<file path="src/rtl/axis_delayline_pkg.sv">
// Shared parameters and sizing helpers for the
// beat-counted AXI4-Stream delay line.
package axis_delayline_pkg;

   localparam int DEF_WIDTH = 16;
   localparam int DEF_DEPTH = 64;

   // Pointer width; a single-entry line still needs one bit
   function automatic int ptr_bits(input int depth);
      return (depth > 1) ? $clog2(depth) : 1;
   endfunction

   // Fill counter spans 0..depth inclusive
   function automatic int cnt_bits(input int depth);
      return (depth > 0) ? $clog2(depth + 1) : 1;
   endfunction

endpackage

</file>
<file path="src/rtl/axis_delayline_if.sv">
// AXI4-Stream link bundle with master and slave views.
// tready flows opposite to the payload.
interface axis_delayline_if
   import axis_delayline_pkg::*;
#(
   parameter int WIDTH = DEF_WIDTH
) ();

   logic [WIDTH-1:0] tdata;
   logic             tvalid;
   logic             tlast;
   logic             tready;

   modport mst (
      output tdata,
      output tvalid,
      output tlast,
      input  tready
   );

   modport slv (
      input  tdata,
      input  tvalid,
      input  tlast,
      output tready
   );

endinterface

</file>
<file path="src/rtl/axis_delayline_delay_ram.sv">
// delay_ram: single-port read-first synchronous RAM.
// A write returns the previous content of that address.
module axis_delayline_delay_ram
   import axis_delayline_pkg::*;
#(
   parameter int WIDTH = DEF_WIDTH,
   parameter int DEPTH = DEF_DEPTH,
   parameter int AW    = ptr_bits(DEPTH)
) (
   input  logic             clk,
   input  logic             en,
   input  logic             we,
   input  logic [AW-1:0]    addr,
   input  logic [WIDTH-1:0] wdata,
   output logic [WIDTH-1:0] rdata
);

   if (DEPTH == 1) begin : g_one
      logic [WIDTH-1:0] mem;
      logic             unused_addr;

      assign unused_addr = ^addr;

      // Single cell: read old value, then overwrite
      always_ff @(posedge clk) begin
         if (en) begin
            rdata <= mem;
            if (we) begin
               mem <= wdata;
            end
         end
      end
   end else begin : g_array
      logic [WIDTH-1:0] mem [DEPTH];

      // Read-first port: old data wins on same-address write
      always_ff @(posedge clk) begin
         if (en) begin
            rdata <= mem[addr];
            if (we) begin
               mem[addr] <= wdata;
            end
         end
      end
   end

endmodule

</file>
<file path="src/rtl/axis_delayline.sv">
// AXI4-Stream delay line: output beat n carries input
// beat n-DEPTH (zeros while filling); tlast is undelayed.
module axis_delayline
   import axis_delayline_pkg::*;
#(
   parameter int WIDTH = DEF_WIDTH,
   parameter int DEPTH = DEF_DEPTH
) (
   input  logic         clk,
   input  logic         rst,
   axis_delayline_if.slv s,
   axis_delayline_if.mst m,
   output logic         primed
);

   localparam int PW = ptr_bits(DEPTH);
   localparam int CW = cnt_bits(DEPTH);

   localparam logic [PW-1:0] LAST_PTR = PW'(DEPTH - 1);
   localparam logic [CW-1:0] FULL     = CW'(DEPTH);

   if (DEPTH < 1) begin : g_bad_depth
      $error("axis_delayline: DEPTH must be at least 1");
   end

   if (WIDTH < 1) begin : g_bad_width
      $error("axis_delayline: WIDTH must be at least 1");
   end

   logic [PW-1:0]    wptr;
   logic [CW-1:0]    fcnt;
   logic             vld;
   logic             last;
   logic             use_ram;
   logic             accept;
   logic [WIDTH-1:0] rdata;

   assign primed   = (fcnt == FULL);
   assign s.tready = !vld || m.tready;
   assign accept   = s.tvalid && s.tready;

   assign m.tvalid = vld;
   assign m.tlast  = last;
   assign m.tdata  = use_ram ? rdata : '0;

   axis_delayline_delay_ram #(
      .WIDTH (WIDTH),
      .DEPTH (DEPTH),
      .AW    (PW)
   ) u_delay_ram (
      .clk   (clk),
      .en    (accept),
      .we    (accept),
      .addr  (wptr),
      .wdata (s.tdata),
      .rdata (rdata)
   );

   // Pointer wraps and fill level saturates per accepted beat
   always_ff @(posedge clk) begin
      if (rst) begin
         wptr <= '0;
         fcnt <= '0;
      end else if (accept) begin
         wptr <= (wptr == LAST_PTR) ? '0 : wptr + 1'b1;
         if (!primed) begin
            fcnt <= fcnt + 1'b1;
         end
      end
   end

   // Output register: reload on accept, drain on handshake
   always_ff @(posedge clk) begin
      if (rst) begin
         vld     <= 1'b0;
         last    <= 1'b0;
         use_ram <= 1'b0;
      end else if (accept) begin
         vld     <= 1'b1;
         last    <= s.tlast;
         use_ram <= primed;
      end else if (m.tready) begin
         vld     <= 1'b0;
      end
   end

endmodule

</file>
<file path="src/flat_wrapper.sv">
// flat-port wrapper written by rule: the top's interface ports become plain ports
module axis_delayline_flat import axis_delayline_pkg::*;
#(
   parameter int WIDTH = DEF_WIDTH,
   parameter int DEPTH = DEF_DEPTH
)
  (clk, rst, primed, s_tdata, s_tvalid, s_tlast, s_tready, m_tdata, m_tvalid, m_tlast, m_tready);
  axis_delayline_if #(.WIDTH(WIDTH)) s_i ();
  axis_delayline_if #(.WIDTH(WIDTH)) m_i ();
  input  logic clk;
  input  logic rst;
  output logic primed;
  input wire logic [$bits(s_i.tdata)-1:0] s_tdata;
  input wire logic [$bits(s_i.tvalid)-1:0] s_tvalid;
  input wire logic [$bits(s_i.tlast)-1:0] s_tlast;
  output wire logic [$bits(s_i.tready)-1:0] s_tready;
  output wire logic [$bits(m_i.tdata)-1:0] m_tdata;
  output wire logic [$bits(m_i.tvalid)-1:0] m_tvalid;
  output wire logic [$bits(m_i.tlast)-1:0] m_tlast;
  input wire logic [$bits(m_i.tready)-1:0] m_tready;
  assign s_i.tdata = s_tdata;
  assign s_i.tvalid = s_tvalid;
  assign s_i.tlast = s_tlast;
  assign s_tready = s_i.tready;
  assign m_tdata = m_i.tdata;
  assign m_tvalid = m_i.tvalid;
  assign m_tlast = m_i.tlast;
  assign m_i.tready = m_tready;
  axis_delayline #(.WIDTH(WIDTH), .DEPTH(DEPTH)) u_core (.clk(clk), .rst(rst), .s(s_i), .m(m_i), .primed(primed));
endmodule
</file>
<file path="config.mk">
export PLATFORM = sky130hd
export DESIGN_NAME = axis_delayline_flat
export DESIGN_NICKNAME = d
export VERILOG_FILES = /design/src/rtl/axis_delayline_pkg.sv /design/src/rtl/axis_delayline_if.sv /design/src/rtl/axis_delayline_delay_ram.sv /design/src/rtl/axis_delayline.sv /design/src/flat_wrapper.sv
export SDC_FILE = /design/constraint.sdc
export NUM_CORES = 1
export LEC_CHECK = 0
export ABC_CLOCK_PERIOD_IN_PS = 2900
export BUFFER_PORTS_ARGS = -buffer_cell sky130_fd_sc_hd__buf_2
export CAP_MARGIN = 20
export CELL_PAD_IN_SITES_DETAIL_PLACEMENT = 0
export CELL_PAD_IN_SITES_GLOBAL_PLACEMENT = 1
export CORE_AREA = 2 2 305 307
export CTS_BUF_LIST = sky130_fd_sc_hd__clkbuf_16
export DETAILED_ROUTE_END_ITERATION = 12
export DIE_AREA = 0 0 307 309
export HOLD_SLACK_MARGIN = 0.05
export PLACE_DENSITY_LB_ADDON = 0.2
export SKIP_LAST_GASP = 1
export SYNTH_ARGS = -nofsm -noshare
export SYNTH_HDL_FRONTEND = slang
export SYNTH_SLANG_ARGS = --single-unit
</file>
<file path="constraint.sdc">
create_clock -name clk -period 2.9 [get_ports clk]
set_input_delay 0.145 -clock clk [delete_from_list [all_inputs] [get_ports clk]]
set_output_delay 0.145 -clock clk [all_outputs]
set_load 0.005 [all_outputs]
</file>
==> results of run 1 <==
==> final cells by class <==
class / count / area (um^2) / share of cell area (%)
Tap cell: 1186 / 1480 / 3.01
Clock inverter: 92 / 935 / 1.90
Sequential cell: 1056 / 31600 / 64.0
Clock buffer: 113 / 2830 / 5.74
Timing Repair Buffer: 378 / 3710 / 7.52
Antenna cell: 2 / 5.00 / 0.0102
Multi-Input combinational cell: 1003 / 8750 / 17.7
Inverter: 8 / 31.3 / 0.0634
==> kinds of logic (layout without fill, tap and decap cells) <==
kind of cell | Yosys count | after routing | synth area share, %
compound gates | 410 | 410 | 7.50
fa+ha+maj | 3 | 3 | 0.0916
buf+inv | 151 | 591 | 1.82
xor+xnor | 8 | 8 | 0.171
flops | 1056 | 1056 | 77.0
mux | 305 | 305 | 10.1
other cells | 0 | 2 | 0
simple gates | 277 | 277 | 3.32
==> power by group <==
| part | switching [mW] | internal (mW) | leakage (nW) | total, mW |
|---|---|---|---|---|
| Combinational | 1.22 | 0.705 | 4.65 | 1.93 |
| Sequential | 0.0489 | 16.8 | 9.50 | 16.9 |
| Clock | 5.88 | 8.73 | 1.90 | 14.6 |
==> timing repair <==
action	CTS	global route
pin swaps	0	1
hold buffers	13	0
setup buffers	8	3
setup endpoints to repair	54	2
resized for setup	3	1
hold endpoints to repair	222	0
==> cell usage in the layout, fill, tap and decap left out, types with 14 or more instances in the layout <==
| cell | count |
|---|---|
| a31oi_1 | 15 |
| nor2_1 | 90 |
| a22o_1 | 17 |
| mux2_2 | 111 |
| nand3_1 | 14 |
| buf_2 | 40 |
| buf_12 | 74 |
| a221oi_1 | 84 |
| a21oi_1 | 46 |
| mux2i_1 | 115 |
| clkinv_1 | 25 |
| mux4_2 | 77 |
| clkinv_2 | 21 |
| and2_1 | 22 |
| o2bb2ai_1 | 14 |
| edfxtp_1 | 1040 |
| a221o_1 | 25 |
| buf_4 | 248 |
| nand2_1 | 68 |
| o21ai_0 | 30 |
| inv_1 | 22 |
| clkbuf_16 | 113 |
| bufinv_16 | 19 |
| o22ai_1 | 54 |
| a22oi_1 | 67 |
==> worst min path at each step <==
stage,startpoint,end,depth (start not counted)
after floorplan,rst,u_core.fcnt[6],1
after global placement,s_tlast,u_core.m.tlast,3
after detailed placement,s_tlast,u_core.m.tlast,3
after CTS,s_tdata[15],u_core.u_delay_ram.g_array.mem[62][15],1
after global routing,s_tdata[15],u_core.u_delay_ram.g_array.mem[60][15],1
final,s_tdata[5],u_core.u_delay_ram.g_array.mem[22][5],1
==> worst reg2reg max path, stage by stage (launching register included) <==
cell	delay (ps)
dfxtp_4	450
buf_12	250
buf_4	270
and3b_1	450
nand2_1	560
nor2_1	260
buf_4	330
==> per-layer routing <==
layer,up-vias,global-route usage [%],wire length [um]
met5,-,0,22
met4,4,8.41,3940
met3,204,5.45,12000
met2,1247,41.0,57300
met1,12400,37.9,52100
li1,9830,-,-
==> registers in the layout, summed over array words and instances, names as in the netlist <==
signal	count
u_core.wptr	6
u_core.use_ram	1
u_core.m.tvalid	1
u_core.u_delay_ram.g_array.mem	1024
u_core.m.tlast	1
u_core.u_delay_ram.rdata	16
u_core.fcnt	7
==> through the flow <==
stage          setup slack (ps)  instances  cell area (um^2)  utilization, %
6_report                  -14.6       3838             49300            53.9
5_1_grt                    15.7       3836             49300            53.9
4_1_cts                    88.9       3833             49300            53.9
3_5_place_dp               -144       3607             45300            49.6
3_3_place_gp               -130       3607             45300            49.6
2_1_floorplan              14.1       2210             41000               -
==> results.yml, run 1 <==
route:
  antenna_left: 0
  wl_per_cell_um: 32.7
  wl_um: 125000
  dr.pass1.iters: 8
  post-route-drc-count: 0
  viasPerCell: 6.18
  vias: 23700
  drtIter0Drc: 3186
clock_network:
  clkTransAtPathRegs_ps: 60
  root_buffer: "clkbuf_16"
  numCtsBuffers: 111
  cts.sinks: 1056
  cts_buffer_depth: 3
  cts_tree: "done"
  worstSkewPairLatency_ps: 700
  h-tree-depth: 3
sta:
  holdWs_ps: 93.5
  drv_slew: 0
  grt_setup_unrepaired: "false"
  worst_slack_ps: -14.6
  relSlewSlack_pct: 21.0
  fmax_ghz: 0.343
  skew_ps: 37.6
  tns_ps: -207
  setup_viol: 22
  period_needed_ps: 2910
  worst_pin_slew_ps: 1190
  hold_viol_final: 0
  period_share_pct: 101
logic_synthesis:
  syn_inst: 2210
  synth-edff-count: 1040
  synth_area_leader_cell: "edfxtp_1"
  ys.flop_type: "edfxtp_1"
  synth.distinct_cells: 64
  netlist_area_um2: 41000
  yosysMostFrequentCell: "edfxtp_1"
  ys_warn_count: 0
  synth.net_count: 2234
  ys_seq_elements: 1056
  avgSynthCellArea_um2: 18.6
  synth_top_area_share_pct: 76.2
  ys_top_cells_by_count: "edfxtp_1 (1040), mux2i_1 (115), mux2_2 (111)"
  ys_async_sr_fraction_pct: 0
  ys_seq_area_share_pct: 77.0
  synth_area_leaders: "edfxtp_1 (76%), mux4_2 (4.2%), mux2_2 (3.0%)"
power:
  vdd_ir_drop_max_v: 0.000584
  leakagePower_nw: 16.0
  p_total_mw: 33.4
  powerDensity_nw_per_um2: 678
cells_and_area:
  drive_gt1_share_pct: 27.9
  nFillCells: 7203
  area_growth_pct: 20.2
  nNetsFinal: 2582
worst_setup_path:
  rr_startpoint: "u_core.wptr[1]"
  startpoint_type: "register"
  critical_path.startpoint: "u_core.wptr[1]"
  path_cells: "buf_12 > buf_4 > and3b_1 > nand2_1 > nor2_1 > buf_4"
  cp_top_family: "simple AND/OR/NAND/NOR gates"
  path_buf_inv: 3
  crit_slowest_cell: "nand2_1"
  critical_path_depth: 6
  max_stage_delay_ps: 560
  crit_top_cell: "buf_4"
  end_kind: "register"
  crit_arrival_ps: 3270
  setup.worst_path.class: "register to register"
  regToRegEndpoint: "u_core.u_delay_ram.g_array.mem[51][4]"
  reg2reg_slack_ps: -10
  crit_path_max_fanout: 21
  required_ps: 3250
  setup.worst_path.end: "u_core.u_delay_ram.g_array.mem[51][4]"
  reg2regPathDepth: 6
place:
  dp_hpwl_um: 81300
  port_buffers: 40
  gp_congestion: 0.912
global_routing:
  grt_pass1_vias: 23300
  antenna_found_initial: 7
  globalRouteOverflowTotal: 0
  grt_max_degree: 65
  grt_pass1_wl_um: 177000
  grt_usage_pct: 26.5
floorplan:
  start_util_pct: 44.9
  die_w_um: 307
  fp.dieH_um: 309
  core-area_um2: 91400
  dieArea_um2: 94900
  boundaryPins: 41
  fp-row-count: 111
job:
  max_cap_viol_count: 0
run_status:
  violations: "negative setup slack"
  status: "complete, but fails checks"
worst_hold_path:
  hold_class: "input port to register"
(Power assumes the default switching activity.)
==> run 2, diff against run 1 <==
--- a/config.mk
+++ b/config.mk
@@ -17,3 +17,3 @@
 export HOLD_SLACK_MARGIN = 0.05
-export PLACE_DENSITY_LB_ADDON = 0.2
+export PLACE_DENSITY_LB_ADDON = 0.1
 export SKIP_LAST_GASP = 1
==> constraint.sdc (replaced) <==
create_clock -name clk -period 2.9 [get_ports clk]
set_input_delay 0.29 -clock clk [delete_from_list [all_inputs] [get_ports clk]]
set_output_delay 0.29 -clock clk [all_outputs]
set_load 0.005 [all_outputs]
==> results.yml, run 2 (same netlist as run 1, synthesis figures left out) <==
worst_setup_path:
  startpoint_type: "register"
  max_stage_delay_ps: 710
  cp_top_family: "compound AO/OA/AOI/OAI gates"
  crit_top_cell: "buf_12"
  path_cells: "buf_12 > buf_12 > mux2_1 > a221o_1 > a222oi_1 > o22ai_2 > or4b_1"
  end_kind: "register"
  crit_path_max_fanout: 6
  crit_arrival_ps: 3440
  setup.worst_path.class: "register to register"
  path_buf_inv: 2
  required_ps: 3330
  crit_slowest_cell: "a222oi_1"
floorplan:
  die_w_um: 307
  boundaryPins: 41
  dieArea_um2: 94900
  start_util_pct: 44.9
  fp.dieH_um: 309
  core-area_um2: 91400
  fp-row-count: 111
clock_network:
  root_buffer: "clkbuf_16"
  numCtsBuffers: 112
  cts_buffer_depth: 3
  h-tree-depth: 3
  clkTransAtPathRegs_ps: 60
  cts.sinks: 1056
  cts_tree: "done"
  worstSkewPairLatency_ps: 700
sta:
  setup_viol: 1
  drv_slew: 0
  hold_viol_final: 0
  grt_setup_unrepaired: "true"
  worst_slack_ps: -110
  fmax_ghz: 0.332
  period_needed_ps: 3010
  relSlewSlack_pct: 35.2
  worst_pin_slew_ps: 972
  period_share_pct: 104
  skew_ps: 30.8
global_routing:
  grt_max_degree: 65
  grt_pass1_wl_um: 180000
  antenna_found_initial: 4
  grt_usage_pct: 27.2
  globalRouteOverflowTotal: 0
  grt_pass1_vias: 23100
cells_and_area:
  nNetsFinal: 2565
  stdcell_count: 3818
  drive_gt1_share_pct: 27.6
  insertedDiodeCount: 0
  largest_reg_flops: 1024
  final_core_util_pct: 53.8
  layout_commonest_cell: "edfxtp_1"
  largest_register: "u_core.u_delay_ram.g_array.mem"
  top_regs: "u_core.u_delay_ram.g_array.mem x1024, u_core.u_delay_ram.rdata x16, u_core.fcnt x7"
  area_growth_pct: 19.9
  final_cell_mix: "edfxtp_1 (1040), buf_4 (213), mux2i_1 (115), clkbuf_16 (115), mux2_2 (111)"
  nFillCells: 7224
power:
  vdd_ir_drop_max_v: 0.000490
  clock_power_share_pct: 41.4
  p_sw_share_pct: 21.9
  p_total_mw: 32.1
  p_seq_share_pct: 52.6
  pwr-share-comb_pct: 6.0
  leakagePower_nw: 15.9
  switching_power_mw: 7.02
  p_int_mw: 25.1
  powerDensity_nw_per_um2: 653
run_status:
  status: "complete, but fails checks"
  violations: "negative setup slack"
route:
  post-route-drc-count: 0
  drtIter0Drc: 3027
  vias: 23400
  dr.pass1.iters: 8
  antenna_left: 0
  wl_per_cell_um: 33.7
  viasPerCell: 6.13
  wl_um: 129000
place:
  gp_congestion: 0.911
  port_buffers: 40
  dp_hpwl_um: 82400
  dp.cells: 3588
job:
  max_cap_viol_count: 0
worst_hold_path:
  hold_class: "input port to register"
-- run 2: cell types whose count changed in the layout (fill, tap and decap cells not counted), moves of 4 or more --
cell           before  now
bufinv_16          19    5
clkinv_2           21   17
clkinv_1           25   34
inv_1              22   32
nor2_2              2    8
inv_6               1    5
buf_4             248  213
clkinvlp_4          6    2
dlygate4sd3_1      13    9
buf_12             74   97
nor2_1             90   83
-- run 2: power groups by stage --
stage          sequential (mW)  combinational [mW]  clock [mW]
2_1_floorplan             17.2               0.768           0
3_3_place_gp              17.2                1.85           0
3_5_place_dp              17.2                1.88           0
4_1_cts                   16.9                1.93        13.5
5_1_grt                   16.9                2.02        14.1
6_report                  16.9                1.94        13.3
-- run 2: worst paths after layout --
check	slack (ps)	cells past startpoint	endpoint	startpoint
hold / removal	130	2	u_core.u_delay_ram.g_array.mem[30][11]	s_tdata[11]
setup reg to reg	-110	7	u_core.u_delay_ram.rdata[11]	u_core.wptr[2]
setup / recovery	-110	7	u_core.u_delay_ram.rdata[11]	u_core.wptr[2]
hold reg to reg	490	2	u_core.fcnt[6]	u_core.fcnt[6]
-- run 2: routing by layer --
metal  track usage (%)  wire length [um]
met4              7.62              3600
met1              38.8             54900
met2              43.6             60800
met3              4.50              9330
met5                 0                22
-- run 2: stage by stage --
step | setup TNS (ps) | area, um^2 | setup WS (ps) | hold WS [ps]
final | -110 | 49200 | -110 | 128
after global routing | -122 | 49200 | -62.6 | 109
after CTS | -88.2 | 49000 | -88.2 | 107
after detailed placement | -19900 | 45400 | -236 | 445
after global placement | -20230 | 45400 | -222 | 450
after floorplan | 0 | 41000 | 4.36 | 359
-- run 2: timing repair --
| action | in CTS | in global routing |
|---|---|---|
| endpoints found under the setup margin | 132 | 9 |
| hold endpoints to repair | 38 | 7 |
| gates resized for setup | 5 | 10 |
| setup buffers | 11 | 4 |
| pin swaps | 1 | 4 |
| gates cloned | 0 | 0 |
| hold buffers | 8 | 1 |
-- run 2: final cells by class --
cell class / count / area, um^2 / share of cell area (%)
Clock buffer: 115 / 2880 / 5.85
Clock inverter: 90 / 529 / 1.08
Inverter: 8 / 31.3 / 0.0636
Multi-Input combinational cell: 1003 / 8830 / 18.0
Sequential cell: 1056 / 31600 / 64.2
Tap cell: 1186 / 1480 / 3.02
Timing Repair Buffer: 360 / 3840 / 7.82
